===== src/rtl/subtrator_serial_ctrl.sv =====
// ============================================================================
//  Module   : subtrator_serial_ctrl
//  Purpose  : Bit-serial subtraction controller. Computes diff = a - b by
//             time-sharing one external 1-bit full-subtractor cell over WIDTH
//             cycles, LSB first. The borrow chain lives in a flop and the
//             difference is assembled in a shift register.
//  Ports    : clk, rst_n (async, active-low)
//             start, a, b          - request and operands (captured in IDLE)
//             fs_a, fs_b, fs_bin   - operand bits / borrow-in to shared cell
//             fs_d, fs_bout        - difference / borrow-out from shared cell
//             busy, done           - status; done is a one-cycle pulse
//             diff, borrow         - result, held until the next result
//             ovf                  - signed overflow (SUBTRATOR_OVF_EN only)
//  Options  : `define SUBTRATOR_OVF_EN adds the ovf output and sign flops.
//  Revision : 1.0 - initial release
// ============================================================================
`default_nettype none

module subtrator_serial_ctrl #(
    parameter int WIDTH = 8,
    parameter int CNT_W = 4
) (
    input  logic             clk,
    input  logic             rst_n,
    input  logic             start,
    input  logic [WIDTH-1:0] a,
    input  logic [WIDTH-1:0] b,
    output logic             fs_a,
    output logic             fs_b,
    output logic             fs_bin,
    input  logic             fs_d,
    input  logic             fs_bout,
    output logic             busy,
    output logic             done,
    output logic [WIDTH-1:0] diff,
    output logic             borrow
`ifdef SUBTRATOR_OVF_EN
    ,
    output logic             ovf
`endif
);

    typedef enum logic [1:0] {
        ST_IDLE = 2'd0,
        ST_RUN  = 2'd1,
        ST_FIM  = 2'd2
    } state_t;

    localparam logic [CNT_W-1:0] C_LAST_BIT = CNT_W'(WIDTH - 1);

    state_t           r_state;
    state_t           w_state_nxt;

    logic [WIDTH-1:0] r_sa;
    logic [WIDTH-1:0] r_sb;
    logic [WIDTH-1:0] r_diff_sh;
    logic             r_bflop;
    logic [CNT_W-1:0] r_cnt;
    logic [WIDTH-1:0] r_diff;
    logic             r_borrow;

    logic             w_accept;
    logic             w_last;
    logic [WIDTH-1:0] w_diff_nxt;

    // Difference register as it will look after this edge's shift; on the
    // last RUN edge this is the complete result, so diff is loaded from it
    // directly and is valid in the same cycle done rises.
    assign w_diff_nxt = {fs_d, r_diff_sh[WIDTH-1:1]};
    assign w_last     = (r_cnt == C_LAST_BIT);

    assign diff   = r_diff;
    assign borrow = r_borrow;

    // ------------------------------------------------------------------
    // State register
    // ------------------------------------------------------------------
    always_ff @(posedge clk or negedge rst_n) begin
        if (!rst_n) begin
            r_state <= ST_IDLE;
        end else begin
            r_state <= w_state_nxt;
        end
    end

    // ------------------------------------------------------------------
    // Next-state and output decode. Cell drive comes from registers only,
    // so the shared cell never sees a path from the asynchronous inputs.
    // ------------------------------------------------------------------
    always_comb begin
        w_state_nxt = r_state;
        w_accept    = 1'b0;
        busy        = 1'b0;
        done        = 1'b0;
        fs_a        = 1'b0;
        fs_b        = 1'b0;
        fs_bin      = 1'b0;
        case (r_state)
            ST_IDLE: begin
                if (start) begin
                    w_accept    = 1'b1;
                    w_state_nxt = ST_RUN;
                end
            end
            ST_RUN: begin
                busy   = 1'b1;
                fs_a   = r_sa[0];
                fs_b   = r_sb[0];
                fs_bin = r_bflop;
                if (w_last) begin
                    w_state_nxt = ST_FIM;
                end
            end
            ST_FIM: begin
                busy        = 1'b1;
                done        = 1'b1;
                w_state_nxt = ST_IDLE;
            end
            default: begin
                w_state_nxt = ST_IDLE;
            end
        endcase
    end

    // ------------------------------------------------------------------
    // Datapath: operand shifters, borrow flop, bit counter, result
    // ------------------------------------------------------------------
    always_ff @(posedge clk or negedge rst_n) begin
        if (!rst_n) begin
            r_sa      <= '0;
            r_sb      <= '0;
            r_diff_sh <= '0;
            r_bflop   <= 1'b0;
            r_cnt     <= '0;
            r_diff    <= '0;
            r_borrow  <= 1'b0;
        end else begin
            if (w_accept) begin
                r_sa      <= a;
                r_sb      <= b;
                r_diff_sh <= '0;
                r_bflop   <= 1'b0;
                r_cnt     <= '0;
            end else if (r_state == ST_RUN) begin
                r_sa      <= {1'b0, r_sa[WIDTH-1:1]};
                r_sb      <= {1'b0, r_sb[WIDTH-1:1]};
                r_diff_sh <= w_diff_nxt;
                r_bflop   <= fs_bout;
                r_cnt     <= r_cnt + 1'b1;
                if (w_last) begin
                    r_diff   <= w_diff_nxt;
                    r_borrow <= fs_bout;
                end
            end
        end
    end

`ifdef SUBTRATOR_OVF_EN
    // Sign bits are shifted out of r_sa/r_sb during RUN, so keep copies.
    logic r_sign_a;
    logic r_sign_b;
    logic r_ovf;

    assign ovf = r_ovf;

    always_ff @(posedge clk or negedge rst_n) begin
        if (!rst_n) begin
            r_sign_a <= 1'b0;
            r_sign_b <= 1'b0;
            r_ovf    <= 1'b0;
        end else begin
            if (w_accept) begin
                r_sign_a <= a[WIDTH-1];
                r_sign_b <= b[WIDTH-1];
            end else if ((r_state == ST_RUN) && w_last) begin
                r_ovf <= (r_sign_a != r_sign_b) && (w_diff_nxt[WIDTH-1] != r_sign_a);
            end
        end
    end
`endif

endmodule

`default_nettype wire


===== config.mk =====
export PLATFORM = sky130hd
export DESIGN_NAME = subtrator_serial_ctrl
export DESIGN_NICKNAME = d
export VERILOG_FILES = /design/src/rtl/subtrator_serial_ctrl.sv
export SDC_FILE = /design/constraint.sdc
export NUM_CORES = 1
export LEC_CHECK = 0
export ABC_AREA = 1
export ABC_CLOCK_PERIOD_IN_PS = 2500
export BUFFER_PORTS_ARGS = -buffer_cell sky130_fd_sc_hd__buf_2
export CAP_MARGIN = 20
export CELL_PAD_IN_SITES_DETAIL_PLACEMENT = 0
export CELL_PAD_IN_SITES_GLOBAL_PLACEMENT = 1
export CORE_ASPECT_RATIO = 0.8
export CORE_MARGIN = 2
export CORE_UTILIZATION = 43
export DETAILED_ROUTE_END_ITERATION = 8
export PLACE_DENSITY_LB_ADDON = 0.08
export SLEW_MARGIN = 40
export SYNTH_ARGS = -nofsm -noshare
export SYNTH_HDL_FRONTEND = slang
export SYNTH_SLANG_ARGS = --single-unit
export TNS_END_PERCENT = 20

===== constraint.sdc =====
create_clock -name clk -period 2.5 [get_ports clk]
set_input_delay 0.375 -clock clk [delete_from_list [all_inputs] [get_ports clk]]
set_output_delay 0.375 -clock clk [all_outputs]
set_load 0.05 [all_outputs]

### Yosys cells after proc, flatten, opt, wreduce, memory -nomap -nowiden

Index checks and enable logic that the tools add are counted.

| cells by class | value |
|---|---|
| reductions and logical operators | 5 |
| $add $sub $neg | 1 |
| mux-type cells | 20 |
| bitwise logic cells | 1 |
| equal/unequal tests | 5 |

Operators by type and width:

| cell | count |
|---|---|
| two-way mux 8 bit | 6 |
| two-way mux 1 bit | 9 |
| two-way mux 4 bit | 2 |
| adder 4 x 1 -> 4 bit, second input constant | 1 |
| == test 4 x 3 -> 1 bit, second input constant | 1 |
| two-way mux 2 bit | 2 |
| != test 2 bit, second input constant | 2 |
| one-hot mux 2 bit (2 select lines) | 1 |
| AND reduction 3 bit | 1 |
| == test 2 x 1 -> 1 bit, second input constant | 1 |
| == test 2 bit, second input constant | 1 |
| zero test 2 bit | 1 |
| AND reduction 2 bit | 1 |
| nonzero test 2 bit | 1 |
| OR reduction 2 bit | 1 |
| NOT 1 bit | 1 |

| word-level totals | value |
|---|---|
| logic and storage cells | 40 |
| output and inout port bits | 14 |
| input bits | 21 |
| flip-flop bits (word level) | 40 |

### Logic depth before layout (Yosys ltp)

Gate-level depths: netlist (run 1).

| logic depth | value |
|---|---|
| depth after elaboration | 4 |
| mapped depth | 8 |

### Worst setup path after synthesis (run 1)

No wires, ideal clock.

| path | value |
|---|---|
| path type | reg2out |
| from | reg r_state[1] |
| to | out fs_a |
| data arrival time | 1263 ps |
| stages on the path, launching flop included | 7 |
| path buffers | 2 |
| slack | 862 ps |
| required time | 2125 ps |
| cells stage by stage | dfrtp_1 inv_1 ha_1 buf_4 buf_2 nand2_1 inv_1 |

| on the way | value |
|---|---|
| longest elaborated chain between the ends | 2 |

Ends and longest elaborated chain:

| what | line | text |
|---|---|---|
| from (decl) | 51 | `state_t r_state;` |
| from (signal assigned) | 82 | `r_state <= w_state_nxt;` |
| == test 2 x 1 -> 1 bit | 98 | `case (r_state)` |
| two-way mux 1 bit | 98 |  |
| to (decl) | 28 | `output logic fs_a,` |

Every way passes these cells.

### Final worst setup path (run 1)

Same ends and word-level chain as after synthesis.

==> results of run 1 <==
## metrics by stage
step	cells	util (%)
final	301	50.35
after floorplan	212	-
after global routing	301	50.35
after global placement	295	48.53
after CTS	301	50.35
after detailed placement	295	48.59
## report_power, final
part	total [mW]	switching (mW)	leakage (nW)	internal (mW)
combinational	1.13	0.772	0.566	0.359
clock	0.383	0.197	0.0371	0.186
sequential	1.04	0.152	0.492	0.887
## cell type report
cell class                 count  area, um^2
fill                         425        2048
sequential                    39       975.9
multi-input combinational    150       706.9
timing repair buffer          39       210.2
clock buffer                   6       72.57
tap                           57       71.32
inverter                      10       40.04
## sequential cells by signal (all words and copies together), names as in the netlist
| name | cells |
|---|---|
| borrow | 1 |
| diff | 8 |
| r_bflop | 1 |
| r_cnt | 4 |
| r_diff_sh | 7 |
| r_sa | 8 |
| r_sb | 8 |
| r_state | 2 |
## kinds of logic after synthesis
| family | share of synthesized area (%) |
|---|---|
| buf+inv | 7.560 |
| flops | 53.61 |
| simple gates | 25.36 |
| compound gates | 10.03 |
| fa+ha+maj | 3.436 |
## layer usage
metal,vias to the layer above,track usage [%]
li1,753,-
met1,688,23.07
met2,30,25.44
met3,9,4.651
met4,0,8.182
met5,-,0
## worst max-delay path: cells and delay by family (launching register included)
kind          cells  cell delay, ps
flops             1             400
fa+ha+maj         1             510
buf+inv           3             430
simple gates      1              90
## worst min-delay path by stage
stage | start | to | depth (start not counted)
5_1_grt | rst_n | r_bflop$_DFFE_PN0P_ | 1
3_5_place_dp | rst_n | diff[1]$_DFFE_PN0P_ | 1
3_3_place_gp | diff[0]$_DFFE_PN0P_ | diff[0]$_DFFE_PN0P_ | 2
4_1_cts | rst_n | borrow$_DFFE_PN0P_ | 1
6_report | rst_n | diff[2]$_DFFE_PN0P_ | 1
2_1_floorplan | rst_n | borrow$_DFFE_PN0P_ | 0
## synthesized netlist by cell type
cell	count
nor2_1	33
buf_2	6
nand2_1	53
nor2_2	1
ha_1	5
nand2_2	1
a21oi_1	26
inv_1	8
nand4_1	9
inv_2	1
dfrtp_1	39
a211oi_2	1
inv_4	1
buf_6	4
buf_4	3
nand3_1	12
nand3_2	1
o21ai_0	7
o21ai_1	1
==> impl_metrics.json, run 1 <==
{
  "cts_hold_buf": 0,
  "core_area_um2": 4125,
  "whs_ps": 51.44,
  "dr.max_layer_used": "met4",
  "grt_pass1_wl_um": 6437,
  "crit_fanout": 15,
  "slew_headroom_pct": 63.02,
  "met1_length_um": 1758,
  "path_class": "reg2out",
  "clk_pin_slew_worst_paths_ps": 70,
  "ir_worst_vdd_uv": 428.4,
  "die_w_um": 76.75,
  "clock_sinks": 39,
  "portBuffers": 34,
  "rsz0062_at_grt": "no",
  "max_freq_ghz": 0.4795,
  "crit_arrival_ps": 1710,
  "hold_viol_final": 0,
  "avgRoutedWirePerCell_um": 11.84,
  "grt_usage_pct": 17.05,
  "status": "completed",
  "via_count": 1480,
  "drtIter0Drc": 84,
  "rr_endpoint": "r_sb[1]$_DFFE_PN0P_",
  "synth_area_leader_cell": "dfrtp_1",
  "reg2regPathDepth": 5,
  "grt_pass1_vias": 1405,
  "cts_buffers": 5,
  "path_cells": "inv_1 -> ha_1 -> nand2_1 -> inv_1 -> buf_2",
  "dieArea_um2": 4774,
  "syn_inst": 212,
  "r2r-start": "r_state[1]$_DFFE_PN0P_",
  "hp-class": "in2async",
  "postCtsSetupRepairBufs": 0,
  "post-place-ws_ps": 690.3,
  "end_kind": "primary output",
  "layout-drive-gt1-share_pct": 20.49,
  "layout_setup_ws_ps": 414.7,
  "placed_area_um2": 2004,
  "ys_ff_latch": 39,
  "ys_types": 19,
  "drc": 0,
  "slew_viol_final": 0,
  "clock_latency_ps": 290,
  "grt-ovfl-total": 0,
  "fp.dieH_um": 62.20,
  "finalSetupViolCount": 0,
  "yosys_warnings": 0,
  "max_cap_violations": 0,
  "avgSynthCellArea_um2": 8.587,
  "rows": 21,
  "routed_wirelength_um": 3565,
  "dp_hpwl_um": 2445,
  "power_density_nw_per_um2": 1229,
  "finalCritPeriodShare_pct": 83.41,
  "crit_end": "fs_a",
  "antenna_found_initial": 0,
  "synth_top_area_share_pct": 53.61,
  "rrSetupSlack_ps": 700,
  "layout_min_cycle_time_ps": 2085,
  "dr.pass1.iters": 4,
  "gp_congestion": 0.7109,
  "syn-cell-area_um2": 1820,
  "grt_max_degree": 40,
  "leakagePower_nw": 1.095,
  "fin_area_um2": 2077,
  "layout_common_cells": "53 x nand2_1, 39 x dfrtp_1, 33 x nor2_1, 33 x buf_2, 26 x a21oi_1",
  "slowest_delay_ps": 510,
  "pin_count": 35,
  "crit_path_frequent_cell": "inv_1",
  "cts.path.max_buffers": 2,
  "synthTopCellsByArea": "dfrtp_1 54%, nand2_1 11%, a21oi_1 7.1%, nor2_1 6.8%, ha_1 3.4%",
  "cp_slowest_cell": "ha_1",
  "diodes": 0,
  "cts_resized": 0,
  "dr_wl_met2_um": 1580,
  "cts_tree": "done",
  "fin_tns_setup_ps": 0,
  "crit_start": "r_state[1]$_DFFE_PN0P_",
  "finalPower_mw": 2.553,
  "syn2layout_area_growth_pct": 14.09,
  "seq_area_frac_synth_pct": 53.61,
  "root_buffer": "clkbuf_8",
  "ant_nets": 0,
  "wl_met3_um": 155,
  "htreeDepth": 2,
  "critPathLaunchType": "register",
  "final_nets": 271,
  "synth_fp_nets": 238,
  "vias_per_cell": 4.917,
  "layout_commonest_cell": "nand2_1",
  "tightest_slew_ps": 552.7,
  "finalClockSkew_ps": 1.399,
  "cp.required_ps": 2120,
  "initial_core_util_pct": 44.13
}
No activity file was read; power rests on OpenSTA's default activity.
==> run 2, diff against run 1 <==
ABC_CLOCK_PERIOD_IN_PS = 2100   (was 2500)
CORE_UTILIZATION = 40   (was 43)
clock period = 2.1 ns   (was 2.5 ns; I/O delays follow)
==> impl_metrics.json, run 2 (synthesis gave the netlist of run 1 again) <==
{
  "whs_ps": -7.996,
  "grt_pass1_wl_um": 6534,
  "clock_latency_ps": 290,
  "post-route-util_pct": 49.25,
  "rsz0062_at_grt": "no",
  "clock_sinks": 39,
  "wl_met3_um": 193,
  "slew_headroom_pct": 61.03,
  "rrSetupSlack_ps": 370,
  "dieArea_um2": 5110,
  "initial_core_util_pct": 42.51,
  "layout-drive-gt1-share_pct": 21.22,
  "dr.max_layer_used": "met4",
  "final_cells": 302,
  "slew_viol_final": 0,
  "finalSetupViolCount": 0,
  "rows": 21,
  "path_buf_inv": 4,
  "clk_pin_slew_worst_paths_ps": 80,
  "syn2layout_area_growth_pct": 15.88,
  "hp-class": "in2async",
  "antenna_found_initial": 0,
  "via_count": 1496,
  "grt_usage_pct": 16.40,
  "final_nets": 270,
  "r2r-start": "r_state[0]$_DFFE_PN0P_",
  "finalCritPeriodShare_pct": 91.61,
  "reg2regPathDepth": 6,
  "violations": "negative hold slack",
  "cp_slowest_cell": "dfrtp_1",
  "routed_wirelength_um": 3856,
  "dr_wl_met2_um": 1867,
  "critPathLaunchType": "register",
  "ant_nets": 0,
  "cts_buffers": 5,
  "core_area_um2": 4283,
  "fin_tns_setup_ps": 0,
  "ir_worst_vdd_uv": 565.9,
  "htreeDepth": 2,
  "crit_arrival_ps": 1610,
  "cts_hold_buf": 0,
  "path_cells": "inv_1 -> ha_1 -> buf_4 -> nand2_1 -> inv_1 -> buf_2",
  "rr_endpoint": "diff[1]$_DFFE_PN0P_",
  "hold_viol_final": 37,
  "fp.dieH_um": 64.34,
  "avgRoutedWirePerCell_um": 12.77,
  "power_density_nw_per_um2": 1519,
  "dp_hpwl_um": 2627,
  "status": "finished, violations left",
  "fin_area_um2": 2110,
  "portBuffers": 34,
  "cp.required_ps": 1780,
  "root_buffer": "clkbuf_8",
  "finalPower_mw": 3.205,
  "postCtsSetupRepairBufs": 0,
  "cts_resized": 0,
  "crit_path_frequent_cell": "inv_1",
  "placed_area_um2": 1997,
  "drc": 0,
  "slowest_delay_ps": 400,
  "gp_congestion": 0.7653,
  "vias_per_cell": 4.954,
  "grt_max_degree": 40,
  "crit_fanout": 7,
  "finalClockSkew_ps": 7.429,
  "max_freq_ghz": 0.5198,
  "layout_common_cells": "53 x nand2_1, 39 x dfrtp_1, 33 x nor2_1, 33 x buf_2, 26 x a21oi_1",
  "max_cap_violations": 0,
  "path_class": "reg2out",
  "diodes": 0,
  "cts.path.max_buffers": 2,
  "drtIter0Drc": 118,
  "leakagePower_nw": 1.111,
  "layout_commonest_cell": "nand2_1",
  "layout_min_cycle_time_ps": 1924,
  "tightest_slew_ps": 582.5,
  "dr.pass1.iters": 4,
  "dp_cells": 294,
  "end_kind": "primary output",
  "die_w_um": 79.43,
  "met1_length_um": 1758,
  "pin_count": 35,
  "nFillCells": 432,
  "cts_tree": "done",
  "grt-ovfl-total": 0,
  "grt_pass1_vias": 1462,
  "crit_family": "buffers and inverters"
}
## run 2: cell types whose count changed in the layout (fill, tap and decap cells not counted), sizes merged
cell	previous run	this run
buf	39	38
bufinv	0	1
clkbuf	6	5
clkinv	0	2
## run 2: power breakdown
| part | leakage, nW | internal [mW] | switching (mW) |
|---|---|---|---|
| Clock | 0.0581 | 0.354 | 0.263 |
| Sequential | 0.492 | 1.05 | 0.187 |
| Combinational | 0.561 | 0.417 | 0.930 |
| Total | 1.11 | 1.83 | 1.38 |
## run 2: cell type report
cell class | count | area, um^2 | share of cell area (%)
multi-input combinational | 150 | 706.9 | 33.51
sequential | 39 | 975.9 | 46.26
tap | 57 | 71.32 | 3.381
inverter | 10 | 40.04 | 1.898
clock buffer | 5 | 68.82 | 3.262
clock inverter | 3 | 43.79 | 2.076
timing repair buffer | 38 | 202.7 | 9.609
## run 2: stage by stage
stage / worst slack [ps] / hold slack, ps
after floorplan: 521.6 / 19.41
after global placement: 428.8 / 449.6
after detailed placement: 347.5 / 317.4
after CTS: 166.6 / 0.8982
after global routing: 79.04 / 14.03
final: 176.3 / -7.996
## run 2: worst max-delay path by stage
| stage | cells after the start | endpoint | slack, ps | start |
|---|---|---|---|---|
| after floorplan | 6 | fs_a | 520 | r_state[1]$_DFFE_PN0P_ |
| after global placement | 6 | diff[6]$_DFFE_PN0P_ | 430 | r_state[0]$_DFFE_PN0P_ |
| after detailed placement | 6 | diff[1]$_DFFE_PN0P_ | 350 | r_state[0]$_DFFE_PN0P_ |
| after CTS | 6 | fs_b | 170 | r_state[1]$_DFFE_PN0P_ |
| after global routing | 6 | fs_b | 80 | r_state[1]$_DFFE_PN0P_ |
| final | 6 | fs_b | 180 | r_state[1]$_DFFE_PN0P_ |
## run 2: worst register-to-register path, cell delays in order, from the launching register on
cell     delay [ps]
dfrtp_1         380
inv_1            90
ha_1            230
nand2_2         450
nand3_2         300
nand2_1         140
nand2_1          60
## run 2: layer usage
layer  GRT usage (%)  vias up
li1                -      751
met1           20.56      703
met2           27.31       37
met3           4.661        5
met4           5.172        0
met5               0        -
